### config.mk
export PLATFORM = sky130hd
export DESIGN_NAME = store_buffer_flat
export DESIGN_NICKNAME = d
export VERILOG_FILES = /design/src/rtl/store_buffer_if.sv /design/src/rtl/store_buffer.sv /design/src/flat_wrapper.sv
export SDC_FILE = /design/constraint.sdc
export NUM_CORES = 1
export LEC_CHECK = 0
export ABC_AREA = 1
export CORE_MARGIN = 1
export CORE_UTILIZATION = 53
export CTS_BUF_LIST = sky130_fd_sc_hd__clkbuf_4 sky130_fd_sc_hd__clkbuf_8
export DETAILED_ROUTE_END_ITERATION = 12
export GPL_TIMING_DRIVEN = 0
export PLACE_DENSITY = 0.88
export REMOVE_ABC_BUFFERS = 1
export SLEW_MARGIN = 25
export SYNTH_ARGS = -nofsm -noshare
export SYNTH_HDL_FRONTEND = slang
export SYNTH_SLANG_ARGS = --single-unit
### constraint.sdc
create_clock -name clk -period 2.4 [get_ports clk]
set_input_delay 0.48 -clock clk [delete_from_list [all_inputs] [get_ports clk]]
set_output_delay 0.48 -clock clk [all_outputs]
set_load 0.05 [all_outputs]
### src/rtl/store_buffer_if.sv
// Pipeline/memory-side signal bundle for the posted-write store buffer.
// The slave modport is the buffer itself; master is the pipeline/memory environment.
interface store_buffer_if #(
  parameter int unsigned PTR_W = 2
);
  logic             st_valid;
  logic             st_ready;
  logic [11:0]      st_addr;
  logic [31:0]      st_data;
  logic [1:0]       st_size;
  logic             ld_valid;
  logic [11:0]      ld_addr;
  logic             ld_stall;
  logic [11:0]      dm_addr;
  logic [31:0]      dm_din;
  logic             dm_wr;
  logic [1:0]       dm_swsrc;
  logic             empty;
  logic [PTR_W:0]   count;

  modport master (
    output st_valid, st_addr, st_data, st_size, ld_valid, ld_addr,
    input  st_ready, ld_stall, dm_addr, dm_din, dm_wr, dm_swsrc, empty, count
  );

  modport slave (
    input  st_valid, st_addr, st_data, st_size, ld_valid, ld_addr,
    output st_ready, ld_stall, dm_addr, dm_din, dm_wr, dm_swsrc, empty, count
  );
endinterface

### src/rtl/store_buffer.sv
// Posted-write FIFO between MEM and dm_4k: retires one store per cycle through the
// shared memory port, yielding to non-overlapping loads and stalling overlapping ones.
module store_buffer #(
  parameter int unsigned DEPTH = 4,
  parameter int unsigned PTR_W = $clog2(DEPTH)
) (
  input  logic           clk,
  input  logic           rst,
  store_buffer_if.slave  bus
);

  localparam logic [PTR_W:0] FULL_CNT = (PTR_W + 1)'(DEPTH);

  typedef struct packed {
    logic [11:0] addr;
    logic [31:0] data;
    logic [1:0]  size;
  } entry_t;

  entry_t           ent_q [DEPTH];
  logic [DEPTH-1:0] valid_q;
  logic [PTR_W-1:0] head_q;
  logic [PTR_W-1:0] tail_q;
  logic [PTR_W:0]   count_q;

  logic full;
  logic hit;
  logic push;
  logic pop;

  // Word-granular overlap against entries resident at the start of the cycle
  always_comb begin
    hit = 1'b0;
    for (int unsigned i = 0; i < DEPTH; i++) begin
      if (valid_q[i] && (ent_q[i].addr[11:2] == bus.ld_addr[11:2])) hit = 1'b1;
    end
  end

  // Handshake, arbitration and memory-port mux
  always_comb begin
    full         = (count_q == FULL_CNT);
    push         = bus.st_valid && !full;
    pop          = !(bus.ld_valid && !hit) && (count_q != '0);
    bus.st_ready = !full;
    bus.empty    = (count_q == '0);
    bus.count    = count_q;
    bus.ld_stall = bus.ld_valid && hit;
    bus.dm_addr  = bus.ld_addr;
    bus.dm_din   = 32'd0;
    bus.dm_wr    = 1'b0;
    bus.dm_swsrc = 2'b00;
    if (pop) begin
      bus.dm_addr  = ent_q[head_q].addr;
      bus.dm_din   = ent_q[head_q].data;
      bus.dm_swsrc = ent_q[head_q].size;
      bus.dm_wr    = 1'b1;
    end
  end

  // Entry storage, pointers and occupancy
  always_ff @(posedge clk or negedge rst) begin
    if (!rst) begin
      head_q  <= '0;
      tail_q  <= '0;
      count_q <= '0;
      valid_q <= '0;
      for (int unsigned i = 0; i < DEPTH; i++) ent_q[i] <= '0;
    end else begin
      if (push) begin
        ent_q[tail_q]   <= '{addr: bus.st_addr, data: bus.st_data, size: bus.st_size};
        valid_q[tail_q] <= 1'b1;
        tail_q          <= tail_q + PTR_W'(1);
      end
      if (pop) begin
        valid_q[head_q] <= 1'b0;
        head_q          <= head_q + PTR_W'(1);
      end
      case ({push, pop})
        2'b10:   count_q <= count_q + (PTR_W + 1)'(1);
        2'b01:   count_q <= count_q - (PTR_W + 1)'(1);
        default: count_q <= count_q;
      endcase
    end
  end

endmodule
### src/flat_wrapper.sv
// flat-port wrapper written by rule: the top's interface ports become plain ports
module store_buffer_flat 
#(
  parameter int unsigned DEPTH = 4,
  parameter int unsigned PTR_W = $clog2(DEPTH)
)
  (clk, rst, bus_st_valid, bus_st_addr, bus_st_data, bus_st_size, bus_ld_valid, bus_ld_addr, bus_st_ready, bus_ld_stall, bus_dm_addr, bus_dm_din, bus_dm_wr, bus_dm_swsrc, bus_empty, bus_count);
  store_buffer_if #(.PTR_W(PTR_W)) bus_i ();
  input  logic clk;
  input  logic rst;
  input wire logic [$bits(bus_i.st_valid)-1:0] bus_st_valid;
  input wire logic [$bits(bus_i.st_addr)-1:0] bus_st_addr;
  input wire logic [$bits(bus_i.st_data)-1:0] bus_st_data;
  input wire logic [$bits(bus_i.st_size)-1:0] bus_st_size;
  input wire logic [$bits(bus_i.ld_valid)-1:0] bus_ld_valid;
  input wire logic [$bits(bus_i.ld_addr)-1:0] bus_ld_addr;
  output wire logic [$bits(bus_i.st_ready)-1:0] bus_st_ready;
  output wire logic [$bits(bus_i.ld_stall)-1:0] bus_ld_stall;
  output wire logic [$bits(bus_i.dm_addr)-1:0] bus_dm_addr;
  output wire logic [$bits(bus_i.dm_din)-1:0] bus_dm_din;
  output wire logic [$bits(bus_i.dm_wr)-1:0] bus_dm_wr;
  output wire logic [$bits(bus_i.dm_swsrc)-1:0] bus_dm_swsrc;
  output wire logic [$bits(bus_i.empty)-1:0] bus_empty;
  output wire logic [$bits(bus_i.count)-1:0] bus_count;
  assign bus_i.st_valid = bus_st_valid;
  assign bus_i.st_addr = bus_st_addr;
  assign bus_i.st_data = bus_st_data;
  assign bus_i.st_size = bus_st_size;
  assign bus_i.ld_valid = bus_ld_valid;
  assign bus_i.ld_addr = bus_ld_addr;
  assign bus_st_ready = bus_i.st_ready;
  assign bus_ld_stall = bus_i.ld_stall;
  assign bus_dm_addr = bus_i.dm_addr;
  assign bus_dm_din = bus_i.dm_din;
  assign bus_dm_wr = bus_i.dm_wr;
  assign bus_dm_swsrc = bus_i.dm_swsrc;
  assign bus_empty = bus_i.empty;
  assign bus_count = bus_i.count;
  store_buffer #(.DEPTH(DEPTH), .PTR_W(PTR_W)) u_core (.clk(clk), .rst(rst), .bus(bus_i));
endmodule
==> run summary <==
Area Overhead vs Synth - 28.8%
Vias/cell - 5.59
Adder-Cell Fraction of Synth Area - 1.37%
# IOs - 115
Final Hold Viols - 0
Critical Path Max Stage Delay - 300 ps
GPL Wtd Cong - 0.923
crit-path most repeated cell - nand2_2
Post-synth top cells - nand2_1, o21ai_0, dfrtp_1
Post-layout nets - 1,449
clock skew - 10.1 ps
Detail Placement HPWL - 14,400 um
final-report max-slew violation count - 0
area share of the leading cell type in the synthesized netlist - 50.4%
Non-Filler Instances - 1,619
CTS tree - yes
drt wl/cell - 16.7 um
DRT Pass-1 Iters - 5
GRT Total Usage - 29.9%
synthesized area - 9690 um^2
fmax - 344 MHz
initial core utilization - 53.9%
FP Rows - 49
outcome - finished, violations left
most frequent cell after synthesis - nand2_1
Async SR Flop Fraction - 100%
Synth Area in Compound Gates - 18.0%
DRC violations left - 0
CP Data Required Time - 1920 ps
Synth Area in XOR/XNOR - 0.904%
critical path class - input pin to output pin
DR iter-0 viols - 833
clk_lat worst skew - 480 ps
ANT nets after route - 0
post-synthesis simple-gate area fraction - 20.0%
die area - 18,800 um^2
slew margin rel. - 58.2%
hold_ws - 443 ps
top cells by area, synth - dfrtp_1, o21ai_0, nand2_1
Longest Clk Path Bufs - 2
max-cap viol count - 0
Top FF cell, synth - dfrtp_1
DRT Wirelength - 27,000 um
largest net degree at the start of global routing - 98
placed insts - 1,554
unrepaired setup endpoints after global routing - true
# diodes - 0
cell accounting for the most synthesized area - dfrtp_1
Peak VDD IR - 0.000881 V
Leakage - 6.11 nW
FILL cells - 1,428
CTS buffer count - 17
chip height - 137 um
core area - 18,000 um^2
clock-pin slew on the worst setup and hold paths - 100 ps
Die X - 137 um
routed via count - 9,051
Worst Max-Slew Pin Slew - 625 ps
Tot Pwr - 18.0 mW
Clock Sinks - 195
Syn Area/Cell - 7.57 um^2
Seq cells post-synth - 195
gr ovfl total - 0
H-tree depth - 4
Yosys warning total - 0
layout cells sized above 1 - 15.4%
Max FO, Critical Path - 7
failing checks - setup timing
sequential area share after synthesis - 50.4%
fin crit share - 121%
final setup violation count - 51
crit start category - input pin
largest family of logic cells by synthesized area - simple AND/OR/NAND/NOR gates
Post-synth EDFFs - 0
type of the tightest min-delay check - input pin to async pin
Cells after Synth - 1,279
PD cells - 1440 nW/um^2
first-pass GRT wire length - 42,600 um
vias in the first global route - 8,519
mux share of post-synthesis cell area - 0%
minimum clock period - 2910 ps
cell breakdown of the critical path - clkdlybuf4s15_1 > inv_1 > nand2_1 > nand4_1 > nor2_1 > nand3_1 > nand2_2 > nor2_4 > buf_12 > nand2_8 > nand2_8 > nand2_2 > nand2_2 > buf_8
port bufs - 114
worst setup margin - -507 ps
CP Capture Type - output pin
critical path arrival - 2430 ps
initial antenna violation count - 0
library cells used by synthesis - 24
CTS Root Cell - clkbuf_8
CP max stage cell - clkdlybuf4s15_1
layout make-up:
cell class | count | area, um^2 | area share (%)
Clock buffer | 18 | 241 | 1.93
Clock inverter | 14 | 176 | 1.41
Inverter | 151 | 609 | 4.88
Multi-Input combinational cell | 865 | 4470 | 35.8
Sequential cell | 195 | 4880 | 39.1
Tap cell | 229 | 287 | 2.30
Timing Repair Buffer | 147 | 1820 | 14.5
metrics by stage:
| step | utilization, % | instance area (um^2) | setup TNS [ps] | setup slack (ps) |
|---|---|---|---|---|
| 3_5_place_dp | 61.4 | 11000 | -83720 | -1680 |
| 6_report | 69.5 | 12500 | -22790 | -507 |
| 3_3_place_gp | 60.0 | 10800 | -1846540 | -7000 |
| 4_1_cts | 66.8 | 12000 | -20640 | -469 |
| 5_1_grt | 69.5 | 12500 | -27810 | -601 |
| 2_1_floorplan | - | 9350 | -238710 | -1980 |
cell usage in the layout, fill, tap and decap left out, types with 18 or more instances in the layout:
cell,count
dfrtp_1,193
nor2_1,91
nor2_4,20
o21ai_0,272
a21oi_1,25
nand3_1,26
buf_6,36
inv_1,144
nand2_1,299
o22ai_1,39
nor2_2,18
buf_8,19
clkdlybuf4s50_1,53
nand2_2,19
worst max-delay path, delay by kind of cell:
family                 cells  cell delay, ps
buffers and inverters      4             840
and+or+nand+nor           10            1090
cells by family after synthesis:
logic type                 after synthesis
xor gates and xnor gates                10
AOI/OAI and AO/OA                      339
adders and majority gates               10
and+or+nand+nor                        497
buffers and inverters                  228
DFF                                    195
flip-flops by register name, indices dropped and copies added, names as in the netlist:
name	flops
u_core.ent_q	184
u_core.valid_q	4
u_core.bus.count	3
u_core.head_q	2
u_core.tail_q	2
power breakdown:
part | internal (mW) | total [mW] | switching, mW | leakage, nW
Sequential | 4.81 | 5.82 | 1.02 | 2.44
Combinational | 3.60 | 9.89 | 6.29 | 3.47
Clock | 1.06 | 2.26 | 1.20 | 0.202
layer usage:
metal / wire length, um / GRT usage [%]
met1: 11100 / 38.6
met2: 13100 / 49.3
met3: 2000 / 5.11
met4: 844 / 13.4
met5: 0 / 0
worst paths after layout:
| path | endpoint | depth (start not counted) | start | slack [ps] |
|---|---|---|---|---|
| worst max-delay path | bus_dm_addr[11] | 14 | bus_ld_addr[9] | -510 |
| worst min-delay path | u_core.ent_q[25]$_DFFE_PN0P_ | 2 | rst | 440 |
| worst max register to register | u_core.bus.count[2]$_DFFE_PN0P_ | 19 | u_core.ent_q[89]$_DFFE_PN0P_ | -300 |
| worst min register to register | u_core.ent_q[122]$_DFFE_PN0P_ | 2 | u_core.ent_q[122]$_DFFE_PN0P_ | 480 |
| max in group asynchronous | u_core.ent_q[146]$_DFFE_PN0P_ | 4 | rst | 870 |
| min in group clk | u_core.ent_q[122]$_DFFE_PN0P_ | 2 | u_core.ent_q[122]$_DFFE_PN0P_ | 480 |
repair_timing:
item,in CTS,in global routing
endpoints found under the setup margin,53,51
buffers inserted,6,16
pin swaps,12,17
hold buffers,1,0
hold endpoints to repair,33,0
gates cloned,10,1
resized for setup,427,90
Power figures use the tool's default switching activity.
